--- config.mk ---
export PLATFORM = sky130hd
export DESIGN_NAME = mp_mem_arbiter
export DESIGN_NICKNAME = d
export VERILOG_FILES = /design/src/rtl/mp_mem_arbiter.sv
export SDC_FILE = /design/constraint.sdc
export NUM_CORES = 1
export LEC_CHECK = 0
export CAP_MARGIN = 20
export CORE_UTILIZATION = 38
export DETAILED_ROUTE_END_ITERATION = 7
export GPL_ROUTABILITY_DRIVEN = 1
export MAX_ROUTING_LAYER = met4
export PLACE_DENSITY = 0.81
export SETUP_SLACK_MARGIN = 0.2
export SYNTH_ARGS = -nofsm -noshare
export SYNTH_HDL_FRONTEND = slang
export SYNTH_SLANG_ARGS = --single-unit
--- constraint.sdc ---
create_clock -name clk -period 1.7 [get_ports clk]
set_input_delay 0.17 -clock clk [delete_from_list [all_inputs] [get_ports clk]]
set_output_delay 0.17 -clock clk [all_outputs]
set_load 0.005 [all_outputs]
--- src/rtl/mp_mem_arbiter.sv ---
// Four-core round-robin arbiter and single-beat transaction sequencer for the
// shared memory port; returns read data (or a timeout error) to the granted core.
module mp_mem_arbiter #(
  parameter int unsigned NUM_CORES      = 4,
  parameter int unsigned ADDR_WIDTH     = 11,
  parameter int unsigned DATA_WIDTH     = 8,
  parameter int unsigned TIMEOUT_CYCLES = 16
) (
  input  logic                             clk,
  input  logic                             reset_n,
  input  logic [NUM_CORES-1:0]             core_req,
  input  logic [NUM_CORES-1:0]             core_we,
  input  logic [NUM_CORES*ADDR_WIDTH-1:0]  core_addr,
  input  logic [NUM_CORES*DATA_WIDTH-1:0]  core_data_in,
  input  logic [NUM_CORES*4-1:0]           core_opcode,
  output logic [NUM_CORES-1:0]             core_gnt,
  output logic [NUM_CORES-1:0]             core_rvalid,
  output logic [DATA_WIDTH-1:0]            core_rdata,
  output logic                             core_err,
  output logic                             mem_read_en,
  output logic                             mem_we,
  output logic [ADDR_WIDTH-1:0]            mem_addr,
  output logic [DATA_WIDTH-1:0]            mem_data_in,
  output logic [1:0]                       mem_core_id,
  output logic [3:0]                       mem_opcode,
  input  logic [DATA_WIDTH-1:0]            mem_data_out,
  input  logic                             mem_rvalid
);

  localparam int unsigned   CW         = $clog2(TIMEOUT_CYCLES + 1);
  localparam logic [CW-1:0] LP_TIMEOUT = CW'(TIMEOUT_CYCLES);
  localparam logic [1:0]    LP_LAST    = 2'(NUM_CORES - 1);
  localparam logic [2:0]    LP_NCORES  = 3'(NUM_CORES);

  typedef enum logic [1:0] {
    IDLE    = 2'd0,
    ISSUE   = 2'd1,
    WAIT_RD = 2'd2,
    RESP    = 2'd3
  } state_t;

  state_t                  r_state;
  state_t                  w_state_next;

  logic [1:0]              r_ptr;
  logic [1:0]              r_sel;
  logic                    r_we;
  logic [ADDR_WIDTH-1:0]   r_addr;
  logic [DATA_WIDTH-1:0]   r_data;
  logic [3:0]              r_opcode;
  logic [CW-1:0]           r_cnt;
  logic                    r_err;
  logic [DATA_WIDTH-1:0]   r_rdata;

  logic [CW-1:0]           w_cnt_next;
  logic                    w_timeout;
  logic                    w_found;
  logic [1:0]              w_pick;
  logic [2:0]              w_sum;
  logic [NUM_CORES-1:0]    w_sel_oh;

  logic [ADDR_WIDTH-1:0]   w_addr_arr [NUM_CORES];
  logic [DATA_WIDTH-1:0]   w_data_arr [NUM_CORES];
  logic [3:0]              w_op_arr   [NUM_CORES];

  for (genvar gi = 0; gi < NUM_CORES; gi++) begin : g_unpack
    assign w_addr_arr[gi] = core_addr[gi*ADDR_WIDTH +: ADDR_WIDTH];
    assign w_data_arr[gi] = core_data_in[gi*DATA_WIDTH +: DATA_WIDTH];
    assign w_op_arr[gi]   = core_opcode[gi*4 +: 4];
  end

  // First requester at or after the pointer, wrapping modulo NUM_CORES.
  always_comb begin
    w_found = 1'b0;
    w_pick  = '0;
    w_sum   = '0;
    for (int unsigned k = 0; k < NUM_CORES; k++) begin
      w_sum = {1'b0, r_ptr} + 3'(k);
      if (w_sum >= LP_NCORES) begin
        w_sum = w_sum - LP_NCORES;
      end
      if (!w_found && core_req[w_sum[1:0]]) begin
        w_found = 1'b1;
        w_pick  = w_sum[1:0];
      end
    end
  end

  assign w_cnt_next = r_cnt + 1'b1;
  assign w_timeout  = (w_cnt_next == LP_TIMEOUT);

  always_comb begin
    w_sel_oh        = '0;
    w_sel_oh[r_sel] = 1'b1;
  end

  always_ff @(posedge clk or negedge reset_n) begin
    if (!reset_n) begin
      r_state <= IDLE;
    end else begin
      r_state <= w_state_next;
    end
  end

  always_comb begin
    w_state_next = r_state;
    case (r_state)
      IDLE:    if (w_found) w_state_next = ISSUE;
      ISSUE:   w_state_next = r_we ? IDLE : WAIT_RD;
      WAIT_RD: if (mem_rvalid || w_timeout) w_state_next = RESP;
      RESP:    w_state_next = IDLE;
      default: w_state_next = IDLE;
    endcase
  end

  // Outputs decode only registered state, so no input reaches an output combinationally.
  always_comb begin
    core_gnt    = '0;
    core_rvalid = '0;
    core_rdata  = '0;
    core_err    = 1'b0;
    mem_we      = 1'b0;
    mem_read_en = 1'b0;
    mem_addr    = r_addr;
    mem_data_in = r_data;
    mem_core_id = r_sel;
    mem_opcode  = r_opcode;
    case (r_state)
      ISSUE: begin
        core_gnt    = w_sel_oh;
        mem_we      = r_we;
        mem_read_en = !r_we;
      end
      RESP: begin
        core_rvalid = w_sel_oh;
        core_rdata  = r_rdata;
        core_err    = r_err;
      end
      default: begin
      end
    endcase
  end

  always_ff @(posedge clk or negedge reset_n) begin
    if (!reset_n) begin
      r_ptr    <= '0;
      r_sel    <= '0;
      r_we     <= 1'b0;
      r_addr   <= '0;
      r_data   <= '0;
      r_opcode <= '0;
      r_cnt    <= '0;
      r_err    <= 1'b0;
      r_rdata  <= '0;
    end else begin
      case (r_state)
        IDLE: begin
          if (w_found) begin
            r_sel    <= w_pick;
            r_we     <= core_we[w_pick];
            r_addr   <= w_addr_arr[w_pick];
            r_data   <= w_data_arr[w_pick];
            r_opcode <= w_op_arr[w_pick];
          end
        end
        ISSUE: begin
          r_ptr <= (r_sel == LP_LAST) ? '0 : r_sel + 1'b1;
          r_cnt <= '0;
          r_err <= 1'b0;
        end
        WAIT_RD: begin
          r_cnt <= w_cnt_next;
          // Data arriving on the limit cycle takes priority over the timeout.
          if (mem_rvalid) begin
            r_rdata <= mem_data_out;
          end else if (w_timeout) begin
            r_rdata <= '0;
            r_err   <= 1'b1;
          end
        end
        RESP: begin
          r_cnt <= '0;
          r_err <= 1'b0;
        end
        default: begin
        end
      endcase
    end
  end

endmodule

==> metrics.csv, run 1 <==
metric,value,unit
status,"complete, no violations",
"Seq/Total Area, Yosys",42.4,%
timing-limited maximum frequency,0.599,GHz
power density relative to cell area,1490,nW/µm²
maximum number of pins on one net before global-route repair,27,
Root Buffer Master,clkbuf_8,
internal power of the cells,4730,µW
slowest cell on the critical path,dfrtp_1,
Final min period,1.67,ns
total detailed-routing wirelength,9560,µm
largest incremental delay on the critical path,0.43,ns
I/O Pins,155,
multi-input logic area,1600,µm²
Sw Ratio,36.4,%
RSZ-0062 raised after global routing,yes,
CP Capture Type,register,
Synth-to-Final Area Change,92.4,%
"leading cell type in the layout, fill and taps excluded",clkdlybuf4s50_1,
chain of cells forming the critical path,"nor2b_2, a21oi_2, o221ai_4, buf_6, clkbuf_16, mux2i_4, o221ai_2",
Final Hold Viols,0,
dominant combinational cell family by area after synthesis,multiplexers,
"post-synthesis share of cell area spent on and, or, nand and nor gates",14.6,%
initial antenna violation count,0,
final net count,556,
"final std cell area, no fill",5000,µm²
CP Data Arrival Time,1.84,ns
fraction of the core area covered by cells at the end of the flow,77.4,%
Fin Clk Skew,0.00357,ns
Post-Route Hold Slack,0.360,ns
xor/xnor cell area share of the yosys netlist,1.35,%
die span in y,84.7,µm
buffer and inverter count on the worst path,2,
number of remaining DRC errors,0,
adder and majority gate portion of the synthesized area,2.41,%
Critical Path Source Type,register,
worst-skew pair later-pin latency,0.29,ns
count of warnings emitted by yosys,0,
deepest clock path buffer count,2,
peak supply drop,0.000658,V
die boundary width,84.7,µm
DIE AREA,7170,µm²
final setup vio count,0,
hold crit path type,in -> async,
global-route congestion overflow total,0,
number of enable flip-flop cells after synthesis,0,
average instance area after synthesis,10.5,µm²
complex-gate fraction of the synthesized area,14.3,%
share of flip-flops with an asynchronous set or reset,100,%
all-layer global routing usage,26.3,%
CP required,1.87,ns
violation count after the first detailed-route iteration,138,
first-pass GRT wire length,14300,µm
antenna diode instance count,0,
TritonRoute pass-1 iters,6,
leakage component of the power,0.00227,µW
Worst path top cell family by delay,flip-flops,
cell row count,29,
clock buffers created by TritonCTS,5,
post-synthesis instance total,248,
CTS tree,built,
starting utilization of the core area,40.2,%
"Max FO, Critical Path",5,
count of input and output buffers,154,
core area,6460,µm²
multiplexer share of the synthesized area,18.9,%
aggregate negative setup slack,0,ns
power after layout,7440,µW
critical path class,reg -> reg,
level count of the clock H-tree,2,
total count of max-transition violations in the final report,0,
fill cell instance count of the final layout,409,
Combinational Power Share,65.1,%
post-synth net total,364,
via count of the first global-routing pass,2930,
share of power burned in the clock network,9.3,%
sequential group share of total power,25.6,%
most frequent cells in the layout,"clkdlybuf4s50_1, dfrtp_1, mux2i_1, nand2_1, buf_4",
post-place instance area,4270,µm²
total via count after detailed routing,2778,
#FFs+latches synth,44,
post-DR vias/cell,5.36,
net switching power of the design,2710,µW
summed instance area of the synthesized netlist,2600,µm²
relative max-transition margin,68.4,%
"Top FF cell, synth",dfrtp_1,
number of sinks driven by the clock tree,44,
worst-margin pin slew,0.474,ns
max_cap viols,0,
post-detailed-route wirelength per cell,18.5,µm
post-route clock period utilization,98.3,%
ANT nets after route,0,
Synth cell types,38,
clock slew seen by the registers of the worst setup and hold paths,0.08,ns
DPL Wire Length,6310,µm
sequential cell area,1110,µm²
GPL Wtd Cong,0.794,
fraction of layout instances using a drive strength above 1,28.6,%
## flip-flops by register name, summed over array words and instances, names as in the netlist, named ones only
register     count
mem_addr        11
mem_core_id      2
mem_data_in      8
mem_opcode       4
r_cnt            5
r_err            1
r_ptr            2
r_rdata          8
r_state          1
r_we             1
## through the flow
step	setup WS (ns)	std cells
global placement	-0.240	477
detailed placement	-0.352	477
CTS	0.0548	511
global route	-0.0573	518
floorplan	0.190	248
finish	0.0294	518
## cell usage after synthesis (all sizes together) (3+ instances only)
cell / instances / area, µm²
mux2i: 49 / 490
dfrtp: 44 / 1100
nand2: 36 / 135
o221ai: 25 / 225
and3: 13 / 81.3
buf: 11 / 110
nor2: 10 / 37.5
a22o: 8 / 70.1
clkbuf: 8 / 33.8
and2: 6 / 37.5
ha: 5 / 62.6
nor2b: 5 / 33.8
inv: 4 / 15.0
o21ai: 3 / 15.0
xor2: 3 / 26.3
## power by group through the flow
stage,clock network [µW],registers (µW),logic (µW)
6_report,690,1900,4850
4_1_cts,689,1870,4360
3_3_place_gp,0,1860,3340
3_5_place_dp,0,1870,3420
2_1_floorplan,0,1820,1890
5_1_grt,728,1950,5170
## worst reg2reg max path, cell delays in order (launching register included)
cell       delay, ns
dfrtp_1         0.43
nor2b_2         0.16
a21oi_2         0.07
o221ai_4        0.17
buf_6           0.19
clkbuf_16       0.18
mux2i_4         0.24
o221ai_2        0.11
## path summary, 6_finish.rpt
path	from	cells past startpoint	to	slack [ns]
worst max-delay path	r_ptr[0]	7	mem_opcode[2]	0.03
worst min-delay path	reset_n	2	r_rdata[4]	0.36
worst max register to register	r_ptr[0]	7	mem_opcode[2]	0.03
worst min register to register	mem_opcode[0]	2	mem_opcode[0]	0.50
max in group asynchronous	reset_n	3	r_cnt[0]	0.82
min in group clk	mem_data_out[6]	2	r_rdata[6]	0.48
## cell type report
class | count | area share [%]
flip-flops and latches | 44 | 22.2
repair buffers | 204 | 41.7
clock inverters | 2 | 0.200
well taps | 77 | 1.93
multi-input cells | 181 | 32.0
inverters | 4 | 0.300
clock buffers | 6 | 1.65
## metal layers
metal	vias to the layer above	part of all wire, %	global-route usage, %
li1	1294	-	-
met4	0	1.4	8.63
met2	99	55	47.6
met3	12	3.5	3.34
met5	-	0	-
met1	1373	40	30.1
## what timing repair did
action,4_1_cts,5_1_grt
endpoints found under the setup margin,44,49
setup buffers,23,5
pin swaps,6,8
cloned,2,2
resized for setup,107,50
hold endpoints to repair,18,0
hold buffers,1,0
## cell families (layout without fill, tap and decap cells)
logic type / count (synthesis) / count (layout)
DFF: 44 / 44
AOI/OAI and AO/OA: 45 / 45
adders and majority gates: 5 / 5
and+or+nand+nor: 78 / 78
buffers and inverters: 23 / 216
xor gates and xnor gates: 4 / 4
muxes: 49 / 49
(Power assumes the default switching activity.)
==> run 2, diff against run 1 <==
--- a/config.mk
+++ b/config.mk
@@ -6,6 +6,7 @@
 export NUM_CORES = 1
 export LEC_CHECK = 0
 export CAP_MARGIN = 20
+export CORE_MARGIN = 8
 export CORE_UTILIZATION = 38
 export DETAILED_ROUTE_END_ITERATION = 7
 export GPL_ROUTABILITY_DRIVEN = 1
==> run 2 against run 1 <==
Net effect: the flow now finishes with violations (negative setup slack); fmax down 3.3%; total power is 4.9% higher; hold slack got worse by 0.11 ns; cell count up 0.39%; sequential power shrank 2%; clock power up 29%; critical path type unchanged.
==> metrics.csv, run 2 (synthesis results as in run 1) <==
metric,value,unit,change
maximum number of pins on one net before global-route repair,37,,+37%
CTS tree,built,,
CP Capture Type,register,,
total via count after detailed routing,2811,,+1.2%
starting utilization of the core area,38.7,%,-1.6 points
clock slew seen by the registers of the worst setup and hold paths,0.09,ns,about the same
global-route congestion overflow total,0,,unchanged
peak supply drop,0.000579,V,-12%
Critical Path Source Type,register,,
post-detailed-route wirelength per cell,21.0,µm,+14%
via count of the first global-routing pass,3000,,+2.4%
final net count,555,,-0.18%
violation count after the first detailed-route iteration,152,,+10%
post-DR vias/cell,5.41,,+0.80%
pre-CTS setup slack,-0.307,ns,+0.0445 ns
leakage component of the power,0.00231,µW,+1.9%
fraction of layout instances using a drive strength above 1,27.0,%,-1.5 points
max_cap viols,0,,unchanged
DIE AREA,9740,µm²,+36%
worst-skew pair later-pin latency,0.30,ns,about the same
relative max-transition margin,82.4,%,+14 points
worst-margin pin slew,0.264,ns,-0.210 ns
hold crit path type,in -> async,,
violated checks,negative setup slack,,
TritonRoute pass-1 iters,4,,-2
post-route clock period utilization,102,%,+3.3 points
slowest cell on the critical path,dfrtp_1,,
"Worst Setup Slack, final",-0.0268,ns,-0.0562 ns
total detailed-routing wirelength,10900,µm,+14%
timing-limited maximum frequency,0.579,GHz,-3.3%
level count of the clock H-tree,2,,unchanged
final setup vio count,3,,+3
Final min period,1.73,ns,+0.0562 ns
first-pass GRT wire length,15400,µm,+7.4%
"Max FO, Critical Path",9,,+4
aggregate negative setup slack,-0.0359,ns,-0.0359 ns
antenna diode instance count,0,,unchanged
status,"finished, violations left",,
CP required,1.87,ns,about the same
Fin Clk Skew,0.0106,ns,+0.00706 ns
"leading cell type in the layout, fill and taps excluded",clkdlybuf4s50_1,,
chain of cells forming the critical path,"nor2b_2, a21oi_2, o221ai_4, buf_12, clkbuf_16, mux2i_1, o221ai_1",,
Root Buffer Master,clkbuf_8,,
DPL Wire Length,7050,µm,+12%
power density relative to cell area,1550,nW/µm²,+4.0%
GPL Wtd Cong,0.790,,-0.43%
RSZ-0062 raised after global routing,yes,,
all-layer global routing usage,20.0,%,-6.3 points
I/O Pins,155,,unchanged
number of flip-flops under the largest register name,11,,unchanged
core area,6720,µm²,+4.0%
total count of max-transition violations in the final report,0,,unchanged
Synth-to-Final Area Change,94.0,%,
most frequent cells in the layout,"clkdlybuf4s50_1, mux2i_1, dfrtp_1, nand2_1, buf_6",,
initial antenna violation count,0,,unchanged
die boundary width,98.7,µm,+17%
number of remaining DRC errors,0,,unchanged
CP Data Arrival Time,1.89,ns,+0.05 ns
number of sinks driven by the clock tree,44,,unchanged
count of input and output buffers,154,,unchanged
deepest clock path buffer count,2,,unchanged
die span in y,98.7,µm,+17%
largest incremental delay on the critical path,0.44,ns,about the same
cell row count,30,,+3.4%
ANT nets after route,0,,unchanged
clock buffers created by TritonCTS,5,,unchanged
critical path class,reg -> reg,,
Final Hold Viols,0,,unchanged
Post-Route Hold Slack,0.249,ns,-0.111 ns
## run 2: cell count changes in the layout (fill, tap and decap cells not counted), sizes merged
cell,before,now
dlygate4sd2,4,1
dlymetal6s2s,0,2
bufinv,0,1
clkbuf,16,10
clkdlybuf4s15,1,0
buf,57,65
clkinv,2,0
## run 2: final timing paths
path                                 start        endpoint  slack (ns)  cells after the start
setup reg to reg                  r_ptr[0]  mem_data_in[7]       -0.03                      7
setup / recovery                  r_ptr[0]  mem_data_in[7]       -0.03                      7
hold reg to reg                mem_addr[2]     mem_addr[2]        0.49                      2
hold / removal                     reset_n      r_rdata[6]        0.25                      2
max in group asynchronous          reset_n        r_cnt[0]        0.98                      3
min in group clk           mem_data_out[6]      r_rdata[6]        0.48                      2
## run 2: timing repair
item / in CTS / in global routing
pin swaps: 7 / 14
gates resized for setup: 75 / 92
hold buffers: 1 / 0
setup endpoints to repair: 52 / 53
gates cloned: 1 / 2
endpoints found under the hold margin: 8 / 0
buffers inserted: 20 / 9
## run 2: worst max-delay path: cells and delay by family (launching register included)
| kind | cells | cell delay [ns] |
|---|---|---|
| DFF | 1 | 0.44 |
| buffers and inverters | 2 | 0.37 |
| muxes | 1 | 0.20 |
| AOI/OAI and AO/OA | 3 | 0.40 |
| and+or+nand+nor | 1 | 0.17 |
## run 2: routing by layer
layer / routed length [µm] / GRT usage, % / vias to the layer above
met2: 5860 / 34.2 / 107
li1: - / - / 1295
met5: 0 / - / -
met1: 4320 / 23.2 / 1383
met4: 318 / 6.73 / 0
met3: 435 / 3.59 / 26
## run 2: final cells by class
class / count / area, µm²
inverters: 4 / 25.0
repair buffers: 203 / 2150
flip-flops and latches: 44 / 1110
clock buffers: 7 / 96.3
well taps: 80 / 100
multi-input cells: 181 / 1530
clock inverters: 1 / 30.0
fillers: 480 / 1680
## run 2: per-stage QoR
stage	utilization (%)	total power, µW	std cells	cell area (µm²)
3_3_place_gp	63.8	5310	479	4290
3_5_place_dp	63.8	5410	479	4290
2_1_floorplan	-	3710	248	2600
4_1_cts	69.6	6950	509	4680
5_1_grt	75.0	8240	520	5040
6_report	75.0	7800	520	5040
## run 2: where the power goes
part | switching, µW | internal [µW]
sequential | 333 | 1530
combinational | 2110 | 2940
clock | 374 | 519
==> run 3, diff against run 2 <==
--- a/config.mk
+++ b/config.mk
@@ -13,6 +13,7 @@
 export MAX_ROUTING_LAYER = met4
 export PLACE_DENSITY = 0.81
 export SETUP_SLACK_MARGIN = 0.2
+export SLEW_MARGIN = 25
 export SYNTH_ARGS = -nofsm -noshare
 export SYNTH_HDL_FRONTEND = slang
 export SYNTH_SLANG_ARGS = --single-unit
==> results of run 3 <==
Final layout, timing and power as in run 2 (identical DEF).
